--- src/rtl/obq_sched_pkg.sv ---
// -----------------------------------------------------------------------------
// sys_defs: shared types and sizes for the OBQ and its scheduler.
//   OBQ_SIZE          number of OBQ entries (power of two)
//   IDX_W / SEQ_W     physical index width / sequence tag width (one extra bit)
//   OBQ_ROW_T         one branch-history row stored per OBQ entry
//   obq_seq_t         sequence tag, wraps mod 2*OBQ_SIZE
//   obq_cnt_t         occupancy / index value, 0..OBQ_SIZE
//   obq_sched_state_e scheduler FSM states
// -----------------------------------------------------------------------------
package sys_defs;

  localparam int OBQ_SIZE = 16;
  localparam int IDX_W    = $clog2(OBQ_SIZE);
  localparam int SEQ_W    = IDX_W + 1;
  localparam int BH_SIZE  = 8;

  typedef logic [BH_SIZE-1:0] OBQ_ROW_T;
  typedef logic [SEQ_W-1:0]   obq_seq_t;
  typedef logic [IDX_W:0]     obq_cnt_t;

  localparam obq_cnt_t OBQ_FULL = obq_cnt_t'(OBQ_SIZE);

  typedef enum logic {
    S_IDLE    = 1'b0,
    S_RECOVER = 1'b1
  } obq_sched_state_e;

  // Physical OBQ index of a sequence tag, given the tag sitting at index 0.
  // The subtraction wraps in SEQ_W bits, so tags stay valid across wrap-around.
  function automatic obq_cnt_t seq_to_idx(input obq_seq_t seq, input obq_seq_t head);
    return obq_cnt_t'(seq - head);
  endfunction

endpackage

--- src/rtl/obq_recover_timer.sv ---
// -----------------------------------------------------------------------------
// obq_recover_timer: post-clear stall counter.
//   clock   posedge clock
//   reset   asynchronous active-low reset
//   load_i  (re)start the count at RECOVER_CYC
//   done_o  high while the count sits at 1, i.e. the last stall cycle
// The count decrements every cycle while non-zero and parks at 0.
// -----------------------------------------------------------------------------
module obq_recover_timer #(
  parameter  int RECOVER_CYC = 2,
  localparam int CNT_W       = $clog2(RECOVER_CYC + 1)
) (
  input  logic clock,
  input  logic reset,
  input  logic load_i,
  output logic done_o
);

  logic [CNT_W-1:0] cnt_q;

  // NOTE: sequential state is written with non-blocking assignments so every
  // flop samples pre-edge values regardless of statement order.
  always_ff @(posedge clock or negedge reset) begin
    if (!reset) begin
      cnt_q <= '0;
    end else if (load_i) begin
      cnt_q <= CNT_W'(RECOVER_CYC);
    end else if (cnt_q != '0) begin
      cnt_q <= cnt_q - CNT_W'(1);
    end
  end

  assign done_o = (cnt_q == CNT_W'(1));

endmodule

--- src/rtl/obq_sched.sv ---
// -----------------------------------------------------------------------------
// obq_sched: turns fetch allocations, in-order retirements and mispredict
// recoveries into OBQ write / clear / shift commands (at most one clear or
// shift per cycle) and mirrors the OBQ occupancy for backpressure.
//   clock, reset            posedge clock, asynchronous active-low reset
//   fe_valid/fe_bh_row      fetch allocation request and its history row
//   fe_ready/fe_tag         accept handshake and sequence tag of the accept
//   rt_valid                oldest outstanding branch retired
//   mp_valid/mp_seq         mispredict, squash from mp_seq onward
//   mp_err                  one-cycle pulse: mispredict tag outside occupancy
//   obq_write_en/_clear_en/_shift_en, obq_index, obq_shift_index, obq_bh_row
//                           OBQ commands (combinational, same cycle)
//   occupancy               mirrored OBQ tail
//   recovering              FSM is in RECOVER (fetch stalled)
// Tags are stable across shifts; head_q is the tag living at OBQ index 0.
// -----------------------------------------------------------------------------
module obq_sched
  import sys_defs::*;
#(
  parameter int RECOVER_CYC = 2
) (
  input  logic     clock,
  input  logic     reset,
  input  logic     fe_valid,
  input  OBQ_ROW_T fe_bh_row,
  output logic     fe_ready,
  output obq_seq_t fe_tag,
  input  logic     rt_valid,
  input  logic     mp_valid,
  input  obq_seq_t mp_seq,
  output logic     mp_err,
  output logic     obq_write_en,
  output logic     obq_clear_en,
  output logic     obq_shift_en,
  output obq_cnt_t obq_index,
  output obq_cnt_t obq_shift_index,
  output OBQ_ROW_T obq_bh_row,
  output obq_cnt_t occupancy,
  output logic     recovering
);

  obq_sched_state_e state_q;
  obq_seq_t         head_q,  head_d;
  obq_seq_t         alloc_q, alloc_d;
  obq_cnt_t         count_q, count_d;
  obq_cnt_t         pend_q,  pend_d;
  logic             mp_err_q;

  obq_cnt_t mp_idx;
  logic     mp_ok;
  logic     rt_ok;
  logic     rec_done;

  // A mispredict is only meaningful if its tag maps inside the live entries.
  assign mp_idx = seq_to_idx(mp_seq, head_q);
  assign mp_ok  = mp_valid && (mp_idx < count_q);

  // Retiring more branches than are outstanding is illegal; drop it here.
  assign rt_ok  = rt_valid && (pend_q != count_q);

  // Backpressure looks at registered occupancy only; a same-cycle shift does
  // not free a slot until the next cycle. Gated by reset so the port is low
  // while reset is asserted.
  assign fe_ready = reset && (state_q == S_IDLE) && !mp_valid && (count_q < OBQ_FULL);

  assign obq_write_en    = fe_valid && fe_ready;
  assign obq_clear_en    = mp_ok;
  assign obq_index       = mp_ok ? mp_idx : '0;
  // Pending retirements are flushed as one batched shift, but a clear wins.
  assign obq_shift_en    = !mp_ok && (pend_q != '0);
  assign obq_shift_index = obq_shift_en ? (pend_q - obq_cnt_t'(1)) : '0;
  assign obq_bh_row      = fe_bh_row;

  assign fe_tag     = alloc_q;
  assign occupancy  = count_q;
  assign recovering = (state_q == S_RECOVER);
  assign mp_err     = mp_err_q;

  // NOTE: every variable driven here gets a default first, so no path leaves
  // it unassigned and no latch is inferred.
  always_comb begin
    head_d  = head_q;
    alloc_d = alloc_q;
    count_d = count_q;
    pend_d  = pend_q;

    if (mp_ok) begin
      // Keep entries 0..mp_idx-1; the squashed tag is reused for the next alloc.
      count_d = mp_idx;
      alloc_d = mp_seq;
    end else begin
      if (obq_shift_en) begin
        head_d  = head_q + obq_seq_t'(pend_q);
        count_d = count_q - pend_q;
        pend_d  = '0;
      end
      // The OBQ places this row at count_q - pend_q, i.e. right after the shift.
      if (obq_write_en) begin
        alloc_d = alloc_q + obq_seq_t'(1);
        count_d = count_d + obq_cnt_t'(1);
      end
    end

    if (rt_ok) begin
      pend_d = pend_d + obq_cnt_t'(1);
    end
  end

  always_ff @(posedge clock or negedge reset) begin
    if (!reset) begin
      head_q   <= '0;
      alloc_q  <= '0;
      count_q  <= '0;
      pend_q   <= '0;
      mp_err_q <= 1'b0;
    end else begin
      head_q   <= head_d;
      alloc_q  <= alloc_d;
      count_q  <= count_d;
      pend_q   <= pend_d;
      mp_err_q <= mp_valid && !mp_ok;
    end
  end

  // Stall fetch for RECOVER_CYC cycles after each accepted clear; a new clear
  // during recovery restarts the wait.
  always_ff @(posedge clock or negedge reset) begin
    if (!reset) begin
      state_q <= S_IDLE;
    end else begin
      case (state_q)
        S_IDLE: begin
          if (mp_ok) state_q <= S_RECOVER;
        end
        S_RECOVER: begin
          if (!mp_ok && rec_done) state_q <= S_IDLE;
        end
        default: state_q <= S_IDLE;
      endcase
    end
  end

  obq_recover_timer #(
    .RECOVER_CYC(RECOVER_CYC)
  ) u_timer (
    .clock (clock),
    .reset (reset),
    .load_i(mp_ok),
    .done_o(rec_done)
  );

  // Retirement must never outrun the outstanding branches.
  a_rt_legal : assert property (@(posedge clock) disable iff (!reset)
                                !(rt_valid && (pend_q == count_q)));

endmodule

--- config.mk ---
export PLATFORM = sky130hd
export DESIGN_NAME = obq_sched
export DESIGN_NICKNAME = d
export VERILOG_FILES = /design/src/rtl/obq_sched_pkg.sv /design/src/rtl/obq_recover_timer.sv /design/src/rtl/obq_sched.sv
export SDC_FILE = /design/constraint.sdc
export NUM_CORES = 1
export LEC_CHECK = 0
export BUFFER_PORTS_ARGS = -buffer_cell sky130_fd_sc_hd__buf_2
export CORE_MARGIN = 3
export CORE_UTILIZATION = 29
export DETAILED_ROUTE_END_ITERATION = 8
export GPL_ROUTABILITY_DRIVEN = 0
export PLACE_DENSITY_LB_ADDON = 0.05
export SLEW_MARGIN = 10
export SYNTH_ARGS = -nofsm -noshare
export SYNTH_HDL_FRONTEND = slang
export SYNTH_SLANG_ARGS = --single-unit
--- constraint.sdc ---
create_clock -name clock -period 3.62 [get_ports clock]
set_input_delay 0.181 -clock clock [delete_from_list [all_inputs] [get_ports clock]]
set_output_delay 0.181 -clock clock [all_outputs]
set_load 0.05 [all_outputs]
==> Implementation_results.wiki <==
{| class="wikitable"
! Metric !! Value
|-
| Run status || finished, final reports clean
|-
| Count of flip-flops with a built-in enable after synthesis || 0
|-
| Initial core utilization || 0.3044
|-
| Number of fillers in the final layout || 687
|-
| Count of standard-cell rows || 29
|-
| Setup Skew || 0.007706 ns
|-
| Clk buf depth || 2
|-
| Count of maximum capacitance violations || 0
|-
| Number of buffer and inverter stages on the critical path || 4
|-
| Critical-path top delay cell || fa_1
|-
| Max-slew violation count || 0
|-
| Number of global-route vias before repair || 1627
|-
| Count of unresolved DRC violations after routing || 0
|-
| Die outline height || 88.57 µm
|-
| Overflow left after global routing || 0
|-
| Initial antenna violation count || 0
|-
| Delay of the slowest critical-path stage || 0.40 ns
|-
| Die area || 7844 µm²
|-
| Vias per Instance || 4.766
|-
| Worst slew margin relative to its limit || 0.6657
|-
| Deepest level of the CTS H-tree || 1
|-
| Commonest non-fill, non-tap cells in the layout || buf_2, dfrtp_1, inv_1
|-
| Average detailed-routed wire length per instance || 15.57 µm
|-
| Worst Path Arrival || 3.20 ns
|-
| Post-synth design cell area || 1977 µm²
|-
| Post-synthesis to final-layout area growth || 14.87%
|-
| Ratio of cells with drive above 1 in the final layout || 0.2024
|-
| Root buffer cell || clkbuf_8
|-
| TritonCTS Buffers || 3
|-
| Crit path cell chain || ha_1 -> inv_2 -> fa_1 -> a21o_1 -> a21oi_1 -> xnor2_1 -> ha_1 -> nor4b_2 -> a21oi_1 -> and2_0 -> inv_2 -> buf_4 -> and2_1 -> buf_4
|-
| Length of the first detailed-routing pass in iterations || 4
|-
| Flip-flop and latch count after synthesis || 24
|-
| Hold crit path type || in -> reg
|-
| Buffers added on ports || 35
|-
| Clock transition at the registers of the reported paths || 0.10 ns
|-
| Routed Antenna Nets || 0
|-
| Number of diodes added for antenna fixing || 0
|-
| Insertion delay to the later sink of the worst-skew pair || 0.27 ns
|-
| Total nets after synthesis || 262
|-
| Detailed placer's ending HPWL || 4062 µm
|-
| Average cell area after synthesis || 8.945 µm²
|-
| Synth Warn # || 0
|-
| Area of the multi-input gates || 1222 µm²
|-
| Sum of routed wire length over all layers || 5122 µm
|-
| Register area || 600.6 µm²
|-
| Detailed-route via count || 1568
|-
| Top fanout value on the critical path || 11
|-
| Mapped Cells || 221
|-
| Maximum number of pins on one net before global-route repair || 25
|-
| Sinks on the clock net || 24
|-
| Clock tree from TritonCTS || yes
|-
| Crit path time final || 3.381 ns
|-
| Hold violation total from the final report || 0
|-
| Wire length of the first global-routing pass || 8611 µm
|-
| Top flip-flop cell by instance count after synthesis || dfrtp_1
|-
| Setup repair after global routing missed its margin || false
|-
| Initial drt markers || 47
|-
| Io pins || 52
|-
| Critical path class || reg -> out
|-
| Setup TNS Final || 0 ns
|-
| Crit path capture type || output port
|-
| Required time of the critical path || 3.44 ns
|-
| Highest Clock Rate || 0.2957 GHz
|-
| Critical path's top delay family || adder cells
|-
| Critical Path Start Type || flop
|-
| Final setup viols || 0
|-
| Actual slew at the worst max-slew pin || 0.4996 ns
|-
| Most common library cell in the layout ignoring fill and taps || buf_2
|-
| Share of synthesized registers carrying an async set or reset || 1.000
|-
| Final worst path period share || 0.9341
|-
| Core footprint || 6495 µm²
|-
| Yosys cell types || 44
|-
| Overall track demand over capacity in global routing || 0.1423
|-
| Sequential element share of the synthesized area || 0.3038
|-
| Die W || 88.57 µm
|-
| Nets || 295
|}
==> state kept, by name, summed over array words and instances, names as in the netlist <==
name,cells
head_q,5
recovering,1
mp_err,1
pend_q,5
occupancy,5
fe_tag,5
u_timer.cnt_q,2
==> through the flow <==
stage                     instances  cell area, µm²    util  hold WS, ns  setup slack [ns]
after floorplan                 221            1977       -      -0.1146            0.3476
after global placement          325            2203  0.3392       0.2466            0.4004
after detailed placement        325            2203  0.3392       0.2456            0.3783
after CTS                       329            2255  0.3471       0.1449           0.04214
after global routing            329            2271  0.3496       0.1681           0.01771
final                           329            2271  0.3496       0.1496            0.2386
==> repair_timing <==
item / in CTS / in global routing
buffers inserted: 0 / 0
endpoints found under the hold margin: 24 / 0
endpoints found under the setup margin: 0 / 7
hold buffers: 1 / 0
resized for setup: 0 / 7
==> worst paths after layout <==
path / startpoint / end / slack, ns / cells past startpoint
min in group asynchronous: reset / fe_tag[3]$_DFFE_PN0P_ / 0.46 / 3
setup reg to reg: head_q[0]$_DFFE_PN0P_ / occupancy[4]$_DFF_PN0_ / 0.48 / 13
setup / recovery: head_q[0]$_DFFE_PN0P_ / obq_index[1] / 0.24 / 14
hold / removal: mp_seq[2] / fe_tag[2]$_DFFE_PN0P_ / 0.15 / 3
hold reg to reg: head_q[4]$_DFFE_PN0P_ / head_q[4]$_DFFE_PN0P_ / 0.50 / 1
max in group asynchronous: reset / pend_q[0]$_DFF_PN0_ / 2.90 / 3
==> worst reg2reg max path: stages (launching register included) <==
cell and delay, ns:
dfrtp_1 0.38, ha_1 0.17, inv_2 0.04, fa_1 0.40
a21o_1 0.18, a21oi_1 0.17, xnor2_1 0.11, ha_1 0.23
nor4b_2 0.28, a21oi_1 0.09, and2_0 0.19, buf_4 0.20
o211a_1 0.12, or4_1 0.47
==> synthesized netlist by cell type, types with 2 or more instances <==
| cell type | instances | area, µm² |
|---|---|---|
| a21o_1 | 8 | 60.06 |
| a21oi_1 | 10 | 50.05 |
| a221o_1 | 2 | 20.02 |
| and2_1 | 4 | 25.02 |
| buf_4 | 8 | 60.06 |
| clkbuf_1 | 4 | 15.01 |
| dfrtp_1 | 24 | 600.6 |
| fa_1 | 3 | 60.06 |
| ha_1 | 20 | 250.2 |
| inv_1 | 22 | 82.58 |
| inv_2 | 2 | 7.510 |
| nand2_1 | 17 | 63.81 |
| nand2b_1 | 2 | 12.51 |
| nand3_1 | 4 | 20.02 |
| nand4_1 | 2 | 12.51 |
| nor2_1 | 18 | 67.56 |
| nor3_1 | 5 | 25.02 |
| o21ai_0 | 3 | 15.01 |
| o21ai_1 | 10 | 50.05 |
| o21bai_1 | 2 | 15.01 |
| xnor2_1 | 20 | 175.2 |
| xor2_1 | 9 | 78.83 |
==> metal layers <==
| layer | vias up | global-route usage | part of all wire |
|---|---|---|---|
| met4 | 0 | 0.02473 | 0.0045 |
| met5 | - | 0 | 0 |
| li1 | 801 | - | - |
| met1 | 736 | 0.1960 | 0.51 |
| met3 | 2 | 0.03073 | 0.038 |
| met2 | 29 | 0.2325 | 0.45 |
==> cells by family (layout without fill, tap and decap cells) <==
group | after synthesis | in the layout | synth area share
multiplexers | 3 | 3 | 0.01646
adder cells (fa/ha/maj) | 23 | 23 | 0.1570
AND/OR/NAND/NOR | 65 | 65 | 0.1791
buffers and inverters | 36 | 67 | 0.08355
AO/OA/AOI/OAI | 41 | 41 | 0.1317
XOR/XNOR | 29 | 29 | 0.1285
flip-flops | 24 | 24 | 0.3038
==> final cells by class <==
type | count | area share
timing repair buffer | 40 | 0.09697
sequential | 24 | 0.2645
tap | 77 | 0.04242
clock buffer | 3 | 0.01818
multi-input combinational | 161 | 0.5383
inverter | 24 | 0.03967
Power is left out: the tool's default activity adds up to more than one toggle a clock period on the data nets, which glitch-free logic cannot reach.
